==> src/rtl/step_arbiter_if.sv <==
// Request/command bus between the step requesters and the shared step counter.
// The master drives req/op; the slave (arbiter) returns ack, grant, busy and count.
interface step_arbiter_if #(
    parameter int unsigned N_REQ = 4,
    parameter int unsigned IDW   = 2,
    parameter int unsigned CW    = 4
);
    logic [N_REQ-1:0]   req;
    logic [2*N_REQ-1:0] op;
    logic [N_REQ-1:0]   ack;
    logic [IDW-1:0]     grant_id;
    logic               busy;
    logic [CW-1:0]      count;

    modport master (
        output req,
        output op,
        input  ack,
        input  grant_id,
        input  busy,
        input  count
    );

    modport slave (
        input  req,
        input  op,
        output ack,
        output grant_id,
        output busy,
        output count
    );
endinterface

==> src/rtl/step_arbiter.sv <==
// Round-robin arbiter that lets N_REQ requesters step a shared modulo-MOD counter
// by hold/+1/+2/-1, one transaction at a time, with a synchronous Clear override.
module step_arbiter #(
    parameter int unsigned N_REQ = 4,
    parameter int unsigned IDW   = 2,
    parameter int unsigned MOD   = 10,
    parameter int unsigned CW    = 4
) (
    input  logic         Clock,
    input  logic         Resetn,
    input  logic         Clear,
    step_arbiter_if.slave bus
);

    typedef enum logic [1:0] {StIdle, StExec, StAck} state_e;

    localparam logic [1:0] OpHold = 2'd0;
    localparam logic [1:0] OpInc1 = 2'd1;
    localparam logic [1:0] OpInc2 = 2'd2;
    localparam logic [1:0] OpDec1 = 2'd3;

    state_e            state_q, state_d;
    logic [IDW-1:0]    grant_q, grant_d;
    logic [1:0]        op_q, op_d;
    logic [N_REQ-1:0]  done_q, done_d;
    logic [CW-1:0]     count_q, count_d;

    logic [N_REQ-1:0]  eligible;
    logic [N_REQ-1:0]  ack;
    logic              win_found;
    logic [IDW-1:0]    win_id;
    logic [CW-1:0]     count_step;

    // Search upward from the slot after the last winner, wrapping at N_REQ.
    always_comb begin
        int unsigned idx;
        idx       = 0;
        win_found = 1'b0;
        win_id    = grant_q;
        eligible  = bus.req & ~done_q;
        for (int unsigned k = 1; k <= N_REQ; k++) begin
            idx = (32'(grant_q) + k) % N_REQ;
            if (!win_found && eligible[idx]) begin
                win_found = 1'b1;
                win_id    = idx[IDW-1:0];
            end
        end
    end

    // Wrap comparisons are done before adding so nothing overflows CW bits.
    always_comb begin
        count_step = count_q;
        unique case (op_q)
            OpHold: count_step = count_q;
            OpInc1: count_step = (count_q == CW'(MOD - 1)) ? '0 : count_q + CW'(1);
            OpInc2: count_step = (count_q >= CW'(MOD - 2)) ? count_q - CW'(MOD - 2)
                                                           : count_q + CW'(2);
            OpDec1: count_step = (count_q == '0) ? CW'(MOD - 1) : count_q - CW'(1);
            default: count_step = count_q;
        endcase
    end

    always_comb begin
        state_d = state_q;
        grant_d = grant_q;
        op_d    = op_q;
        count_d = count_q;
        done_d  = done_q & bus.req;
        ack     = '0;

        unique case (state_q)
            StIdle: begin
                if (win_found) begin
                    grant_d = win_id;
                    op_d    = bus.op[{win_id, 1'b0} +: 2];
                    state_d = StExec;
                end
            end
            StExec: begin
                count_d = count_step;
                state_d = StAck;
            end
            StAck: begin
                ack[grant_q]    = 1'b1;
                // A requester that already dropped req is not marked done.
                done_d[grant_q] = bus.req[grant_q];
                state_d         = StIdle;
            end
            default: state_d = StIdle;
        endcase

        if (Clear) begin
            count_d = '0;
        end
    end

    always_ff @(posedge Clock or negedge Resetn) begin
        if (!Resetn) begin
            state_q <= StIdle;
            grant_q <= IDW'(N_REQ - 1);
            op_q    <= OpHold;
            done_q  <= '0;
            count_q <= '0;
        end else begin
            state_q <= state_d;
            grant_q <= grant_d;
            op_q    <= op_d;
            done_q  <= done_d;
            count_q <= count_d;
        end
    end

    assign bus.ack      = ack;
    assign bus.grant_id = grant_q;
    assign bus.busy     = (state_q != StIdle);
    assign bus.count    = count_q;

    ack_onehot_a: assert property (@(posedge Clock) disable iff (!Resetn) $onehot0(ack));
    count_range_a: assert property (@(posedge Clock) disable iff (!Resetn)
                                    32'(count_q) < MOD);

endmodule

==> src/flat_wrapper.sv <==
// flat-port wrapper written by rule: the top's interface ports become plain ports
module step_arbiter_flat 
#(
    parameter int unsigned N_REQ = 4,
    parameter int unsigned IDW   = 2,
    parameter int unsigned MOD   = 10,
    parameter int unsigned CW    = 4
)
  (Clock, Resetn, Clear, bus_req, bus_op, bus_ack, bus_grant_id, bus_busy, bus_count);
  step_arbiter_if #(.N_REQ(N_REQ), .IDW(IDW), .CW(CW)) bus_i ();
  input  logic Clock;
  input  logic Resetn;
  input  logic Clear;
  input wire logic [$bits(bus_i.req)-1:0] bus_req;
  input wire logic [$bits(bus_i.op)-1:0] bus_op;
  output wire logic [$bits(bus_i.ack)-1:0] bus_ack;
  output wire logic [$bits(bus_i.grant_id)-1:0] bus_grant_id;
  output wire logic [$bits(bus_i.busy)-1:0] bus_busy;
  output wire logic [$bits(bus_i.count)-1:0] bus_count;
  assign bus_i.req = bus_req;
  assign bus_i.op = bus_op;
  assign bus_ack = bus_i.ack;
  assign bus_grant_id = bus_i.grant_id;
  assign bus_busy = bus_i.busy;
  assign bus_count = bus_i.count;
  step_arbiter #(.N_REQ(N_REQ), .IDW(IDW), .MOD(MOD), .CW(CW)) u_core (.Clock(Clock), .Resetn(Resetn), .Clear(Clear), .bus(bus_i));
endmodule
==> config.mk <==
export PLATFORM = sky130hd
export DESIGN_NAME = step_arbiter_flat
export DESIGN_NICKNAME = d
export VERILOG_FILES = /design/src/rtl/step_arbiter_if.sv /design/src/rtl/step_arbiter.sv /design/src/flat_wrapper.sv
export SDC_FILE = /design/constraint.sdc
export NUM_CORES = 1
export LEC_CHECK = 0
export BUFFER_PORTS_ARGS = -buffer_cell sky130_fd_sc_hd__buf_2
export CORE_MARGIN = 1
export CORE_UTILIZATION = 40
export DETAILED_ROUTE_END_ITERATION = 10
export PLACE_DENSITY = 0.68
export SYNTH_ARGS = -nofsm -noshare
export SYNTH_HDL_FRONTEND = slang
export SYNTH_SLANG_ARGS = --single-unit
==> constraint.sdc <==
create_clock -name Clock -period 9.4 [get_ports Clock]
set_clock_uncertainty 0.2 [all_clocks]
set_input_delay 0.47 -clock Clock [delete_from_list [all_inputs] [get_ports Clock]]
set_output_delay 0.47 -clock Clock [all_outputs]
set_load 0.02 [all_outputs]
==> results_dict.tcl, run 1 <==
set metrics [dict create \
    viasPerCell 5.64 \
    overflow 0 \
    via_count 1127 \
    drt-initial-drc-count 57 \
    status "complete, but fails checks" \
    ant_nets 0 \
    crit_chain "inv_2, ha_1, inv_1, a31oi_1, o21ai_0, o32a_1, a32oi_2, mux2_2, o21ai_1" \
    setup_viol_count_final 0 \
    critPathMaxFanout 14 \
    drive_above_1_share_pct 26.0 \
    tightest_slew_ns 0.521 \
    cts_resized 0 \
    wl_per_cell_um 14.1 \
    grt.total_usage_pct 19.0 \
    yosysTopAreaCell "dfrtp_1" \
    synth.most_common_cell "nand2_1" \
    ys_seq_elements 14 \
    min_path_type "primary input to register" \
    synth-seq-area-share_pct 28.1 \
    whs_ns 0.171 \
    start_util_pct 43.9 \
    dp_cells 195 \
    routabilityCongestion 0.909 \
    die-height_um 58.0 \
    finalCriticalPeriod_ns 3.18 \
    tritoncts "done" \
    leakagePower_nw 0.664 \
    ys_async_sr_fraction_pct 100 \
    slew_viol_final 0 \
    pin_count 26 \
    crit_arrival_ns 3.20 \
    max_freq_ghz 0.315 \
    grt_max_degree 15 \
    clkTransAtPathRegs_ns 0.09 \
    hpwl_mm 2.18 \
    crit_required_ns 9.42 \
    coreArea_um2 2850 \
    synth_edf_count 0 \
    hold_buffers 1 \
    fin_cells 200 \
    ys_top_cells_by_area "dfrtp_1 24%, ha_1 7.0%, nand2_1 5.7%" \
    post_cts_buffers 0 \
    rsz0062_at_grt "false" \
    violations "DRC" \
    clock-root-buffer "clkbuf_4" \
    netlist_area_um2 1250 \
    first_pass_iters 8 \
    crit_family "compound AO/OA/AOI/OAI gates" \
    dieArea_um2 3360 \
    avgSynthCellArea_um2 8.59 \
    synth_top_area_share_pct 24.0 \
    syn_nets 168 \
    wirelength_mm 2.81 \
    synth_cell_types 40 \
    vdd_ir_drop_max_mv 0.292 \
    slowest_stage "dfstp_2" \
    period_share_pct 33.8 \
    antenna_cells 0 \
    die_x_um 58.0 \
    fillers 272 \
    yosysWarningCount 0 \
    grt_pass1_wl_mm 4.81 \
    synth_flop_cell "dfrtp_1" \
    slew_headroom_pct 64.3 \
    cts_buffers 3 \
    final-hold-violation-count 0 \
    path_class "register to register" \
    antenna_found_initial 0 \
    p_per_area_nw_per_um2 364 \
    cap_violations 0 \
    drc 1 \
    critical_path_buf_inv_count 2 \
    placementRows 19 \
    area_growth_pct 14.1 \
    start_kind "register" \
    syn_inst 146 \
    clk_latency_ns 0.29 \
    cpPeakStageDelay_ns 0.75 \
    tns_ns 0 \
    layout.nets 192 \
    cts_max_level 1 \
    yosys-top-cells-count "19 x nand2_1, 12 x dfrtp_1, 10 x o21ai_1" \
    cts_buffer_depth 2 \
    cp-end-kind "register" \
    cts_sinks 14 \
    grt_pass1_vias 1047 \
    portBuffers 25 \
]
-- worst paths after layout --
| kind | start | to | slack [ns] | depth (start not counted) |
|---|---|---|---|---|
| hold reg to reg | u_core.state_q[1]$_DFFE_PN0P_ | u_core.state_q[1]$_DFFE_PN0P_ | 0.34 | 1 |
| setup reg to reg | u_core.bus.grant_id[0]$_DFFE_PN1P_ | u_core.op_q[1]$_DFFE_PN0P_ | 6.22 | 9 |
| setup / recovery | u_core.bus.grant_id[0]$_DFFE_PN1P_ | u_core.op_q[1]$_DFFE_PN0P_ | 6.22 | 9 |
| max in group asynchronous | Resetn | u_core.bus.grant_id[1]$_DFFE_PN1P_ | 8.30 | 2 |
| min in group asynchronous | Resetn | u_core.state_q[0]$_DFFE_PN0P_ | 0.41 | 2 |
| hold / removal | Clear | u_core.bus.count[1]$_DFFE_PN0P_ | 0.17 | 2 |
-- layout make-up --
type                       count  area, µm²  share of cell area (%)
multi-input combinational    117        837                    58.5
clock buffer                   4       36.3                    2.54
timing repair buffer          26        135                    9.45
sequential                    14        353                    24.7
inverter                       8       30.0                    2.10
tap                           31       38.8                    2.71
-- routing by layer --
layer | share of wire [%] | up-vias | wire, µm | track usage, %
met5 | 0 | - | 0 | 0
met4 | 2.2 | 0 | 63 | 8.84
met3 | 4.5 | 7 | 128 | 3.79
met2 | 45 | 39 | 1270 | 28.1
met1 | 48 | 515 | 1350 | 26.6
li1 | - | 566 | - | -
-- flip-flops by register name, summed over array words and instances, names as in the netlist --
register / cells
u_core.bus.grant_id: 2
u_core.bus.count: 4
u_core.done_q: 4
u_core.state_q: 2
u_core.op_q: 2
-- stage by stage --
stage | util, % | worst slack, ns | total power [mW] | area [µm²]
6_report | 50.1 | 6.22 | 0.521 | 1430
5_1_grt | 50.1 | 5.96 | 0.570 | 1430
4_1_cts | 50.1 | 6.23 | 0.522 | 1430
3_5_place_dp | 48.5 | 6.26 | 0.476 | 1380
3_3_place_gp | 48.5 | 6.37 | 0.464 | 1380
2_1_floorplan | - | 6.35 | 0.415 | 1250
-- logic make-up (layout without fill, tap and decap cells) --
group | after synthesis | after routing | synth area share (%)
flip-flops | 14 | 14 | 28.1
AO/OA/AOI/OAI | 41 | 41 | 21.8
AND/OR/NAND/NOR | 55 | 55 | 22.5
buffers and inverters | 15 | 38 | 5.09
multiplexers | 11 | 11 | 12.0
XOR/XNOR | 3 | 3 | 3.59
adder cells (fa/ha/maj) | 7 | 7 | 6.99
-- worst reg2reg max path: cells and delay by family (launching register included) --
kind,cells,cell delay (ns)
AOI/OAI and AO/OA,5,1.09
adders and majority gates,1,0.40
buffers and inverters,2,0.30
DFF,1,0.75
muxes,1,0.36
-- where the power goes --
part	total (mW)	switching (mW)	leakage, nW	internal, mW
clock network	0.0449	0.0213	0.0210	0.0236
registers	0.139	0.0531	0.180	0.0864
logic	0.337	0.173	0.463	0.164
total	0.521	0.247	0.664	0.274
-- cell usage in the layout, fill, tap and decap left out, types with 2 or more instances in the layout --
master and instances:
a21oi_1 5, a31oi_1 5, and2_1 4, buf_2 25
clkbuf_4 3, dfrtp_1 12, dfstp_2 2, ha_1 7
inv_1 7, mux2_2 2, mux2i_1 6, mux4_2 3
nand2_1 19, nand2b_1 5, nand3_1 4, nor2_1 9
nor2b_1 6, nor3_1 2, nor4b_1 2, o21ai_0 8
o21ai_1 10, o22ai_1 3
(Power assumes the default switching activity.)
==> run 2, diff against run 1 <==
- PLACE_DENSITY: 0.68 -> 0.71
- clock period: 9.4 -> 2.76 ns (I/O delays scaled with it)
==> run 2 against run 1 <==
Net effect: the flow still finishes with violations (DRC); first-iteration DRC count up 12%; sequential power rose to 3.0 times the previous value; power rose to 3.8 times the previous value; critical path type unchanged; maximum frequency up 20%; combinational power rose to 4.2 times the previous value; via count up 6.7%; critical endpoint unchanged; cell area up 9.3%; utilization up 4.6 points; clock power rose to 3.3 times the previous value; register-to-register slack worse by 6.1 ns; final cell count up 6.5%.
==> results_dict.tcl, run 2 (synthesis results as in run 1) <==
set metrics [dict create \
    clkTransAtPathRegs_ns 0.09 \
    die-height_um 58.0 \
    start_kind "register" \
    coreArea_um2 2850 \
    final_cell_mix "25 x buf_2, 19 x nand2_1, 12 x dfrtp_1" \
    cts_buffer_depth 2 \
    slew_viol_final 0 \
    vdd_ir_drop_max_mv 0.908 \
    drc 1 \
    portBuffers 25 \
    wirelength_mm 3.03 \
    overflow 0 \
    via_count 1202 \
    cts_sinks 14 \
    cts_max_level 1 \
    p_int_mw 1.08 \
    tritoncts "done" \
    leakagePower_nw 0.733 \
    final-hold-violation-count 0 \
    slew_headroom_pct 70.8 \
    max_freq_ghz 0.377 \
    drt-initial-drc-count 64 \
    first_pass_iters 7 \
    swShare_pct 45.5 \
    wl_per_cell_um 14.2 \
    grt_max_degree 15 \
    power_frac_comb_pct 71.4 \
    finalCriticalPeriod_ns 2.65 \
    grt_pass1_wl_mm 5.22 \
    start_util_pct 43.9 \
    crit_required_ns 2.78 \
    viasPerCell 5.64 \
    crit_arrival_ns 2.67 \
    violations "DRC" \
    placementRows 19 \
    pin_count 26 \
    whs_ns 0.0631 \
    p_per_area_nw_per_um2 1270 \
    clk_latency_ns 0.28 \
    cts_buffers 3 \
    power.switching_uw 900 \
    p_total_mw 1.98 \
    grt.total_usage_pct 20.2 \
    status "complete, but fails checks" \
    antenna_cells 0 \
    setup_viol_count_final 0 \
    dieArea_um2 3360 \
    min_path_type "primary input to async pin" \
    fillers 267 \
    grt_pass1_vias 1160 \
    clkPwrFrac_pct 7.6 \
    final_common_cell "buf_2" \
    drive_above_1_share_pct 29.7 \
    hpwl_mm 2.24 \
    clock-root-buffer "clkbuf_4" \
    cap_violations 0 \
    period_share_pct 96.2 \
    path_class "register to register" \
    die_x_um 58.0 \
    routabilityCongestion 0.964 \
    antenna_found_initial 0 \
    pwr-share-seq_pct 21.0 \
    tightest_slew_ns 0.437 \
    cp-end-kind "register" \
    area_growth_pct 24.7 \
    critPathMaxFanout 5 \
    layout.nets 205 \
    ant_nets 0 \
]
==> run 2: final timing paths <==
path	cells after the start	slack [ns]	from	to
setup / recovery	8	0.11	u_core.bus.grant_id[0]$_DFFE_PN1P_	u_core.op_q[1]$_DFFE_PN0P_
min in group Clock	4	0.09	bus_op[4]	u_core.op_q[0]$_DFFE_PN0P_
max in group asynchronous	2	2.01	Resetn	u_core.bus.grant_id[1]$_DFFE_PN1P_
setup reg to reg	8	0.11	u_core.bus.grant_id[0]$_DFFE_PN1P_	u_core.op_q[1]$_DFFE_PN0P_
hold reg to reg	1	0.34	u_core.state_q[1]$_DFFE_PN0P_	u_core.state_q[1]$_DFFE_PN0P_
hold / removal	2	0.06	Resetn	u_core.done_q[0]$_DFF_PN0_
==> run 2: per-stage QoR <==
step           setup WS (ns)  cell area [µm²]  util [%]  TNS (ns)  instances
2_1_floorplan       -0.00503             1290         -   -0.0101        146
3_3_place_gp           0.195             1450      50.9         0        201
3_5_place_dp           0.122             1450      50.9         0        201
4_1_cts                0.101             1550      54.3         0        211
5_1_grt              -0.0316             1560      54.8   -0.0316        213
6_report               0.106             1560      54.8         0        213
==> run 2: worst max-delay path, stage by stage, from the launching register on <==
cell	delay, ns
dfstp_2	0.55
inv_2	0.06
ha_4	0.29
mux4_2	0.33
and2_0	0.16
o32a_1	0.30
a32oi_2	0.26
mux2_4	0.33
o21ai_1	0.11
==> run 2: power by group through the flow <==
| stage | Combinational [mW] | Sequential, mW | Clock, mW |
|---|---|---|---|
| 6_report | 1.41 | 0.415 | 0.150 |
| 5_1_grt | 1.55 | 0.437 | 0.164 |
| 4_1_cts | 1.37 | 0.414 | 0.155 |
| 3_5_place_dp | 1.36 | 0.417 | 0 |
| 3_3_place_gp | 1.30 | 0.412 | 0 |
| 2_1_floorplan | 1.09 | 0.399 | 0 |
==> run 2: routing by layer <==
| metal | GRT usage (%) | share of wire [%] | vias to the layer above | wire, µm |
|---|---|---|---|---|
| met3 | 4.69 | 6.4 | 10 | 193 |
| met2 | 31.5 | 46 | 54 | 1380 |
| met5 | 0 | 0 | - | 0 |
| li1 | - | - | 594 | - |
| met4 | 8.50 | 2.5 | 0 | 77 |
| met1 | 27.0 | 45 | 544 | 1380 |
==> run 2: cell type report <==
| cell class | instances | area, µm² | share of cell area (%) |
|---|---|---|---|
| Clock buffer | 4 | 36.3 | 2.32 |
| Inverter | 8 | 32.5 | 2.08 |
| Multi-Input combinational cell | 117 | 857 | 54.8 |
| Sequential cell | 14 | 353 | 22.6 |
| Tap cell | 31 | 38.8 | 2.48 |
| Timing Repair Buffer | 39 | 245 | 15.7 |
==> run 2: timing repair <==
item / CTS / global route
setup buffers: 0 / 2
setup endpoints to repair: 0 / 2
endpoints found under the hold margin: 21 / 0
gates resized for setup: 0 / 0
hold buffers: 6 / 0
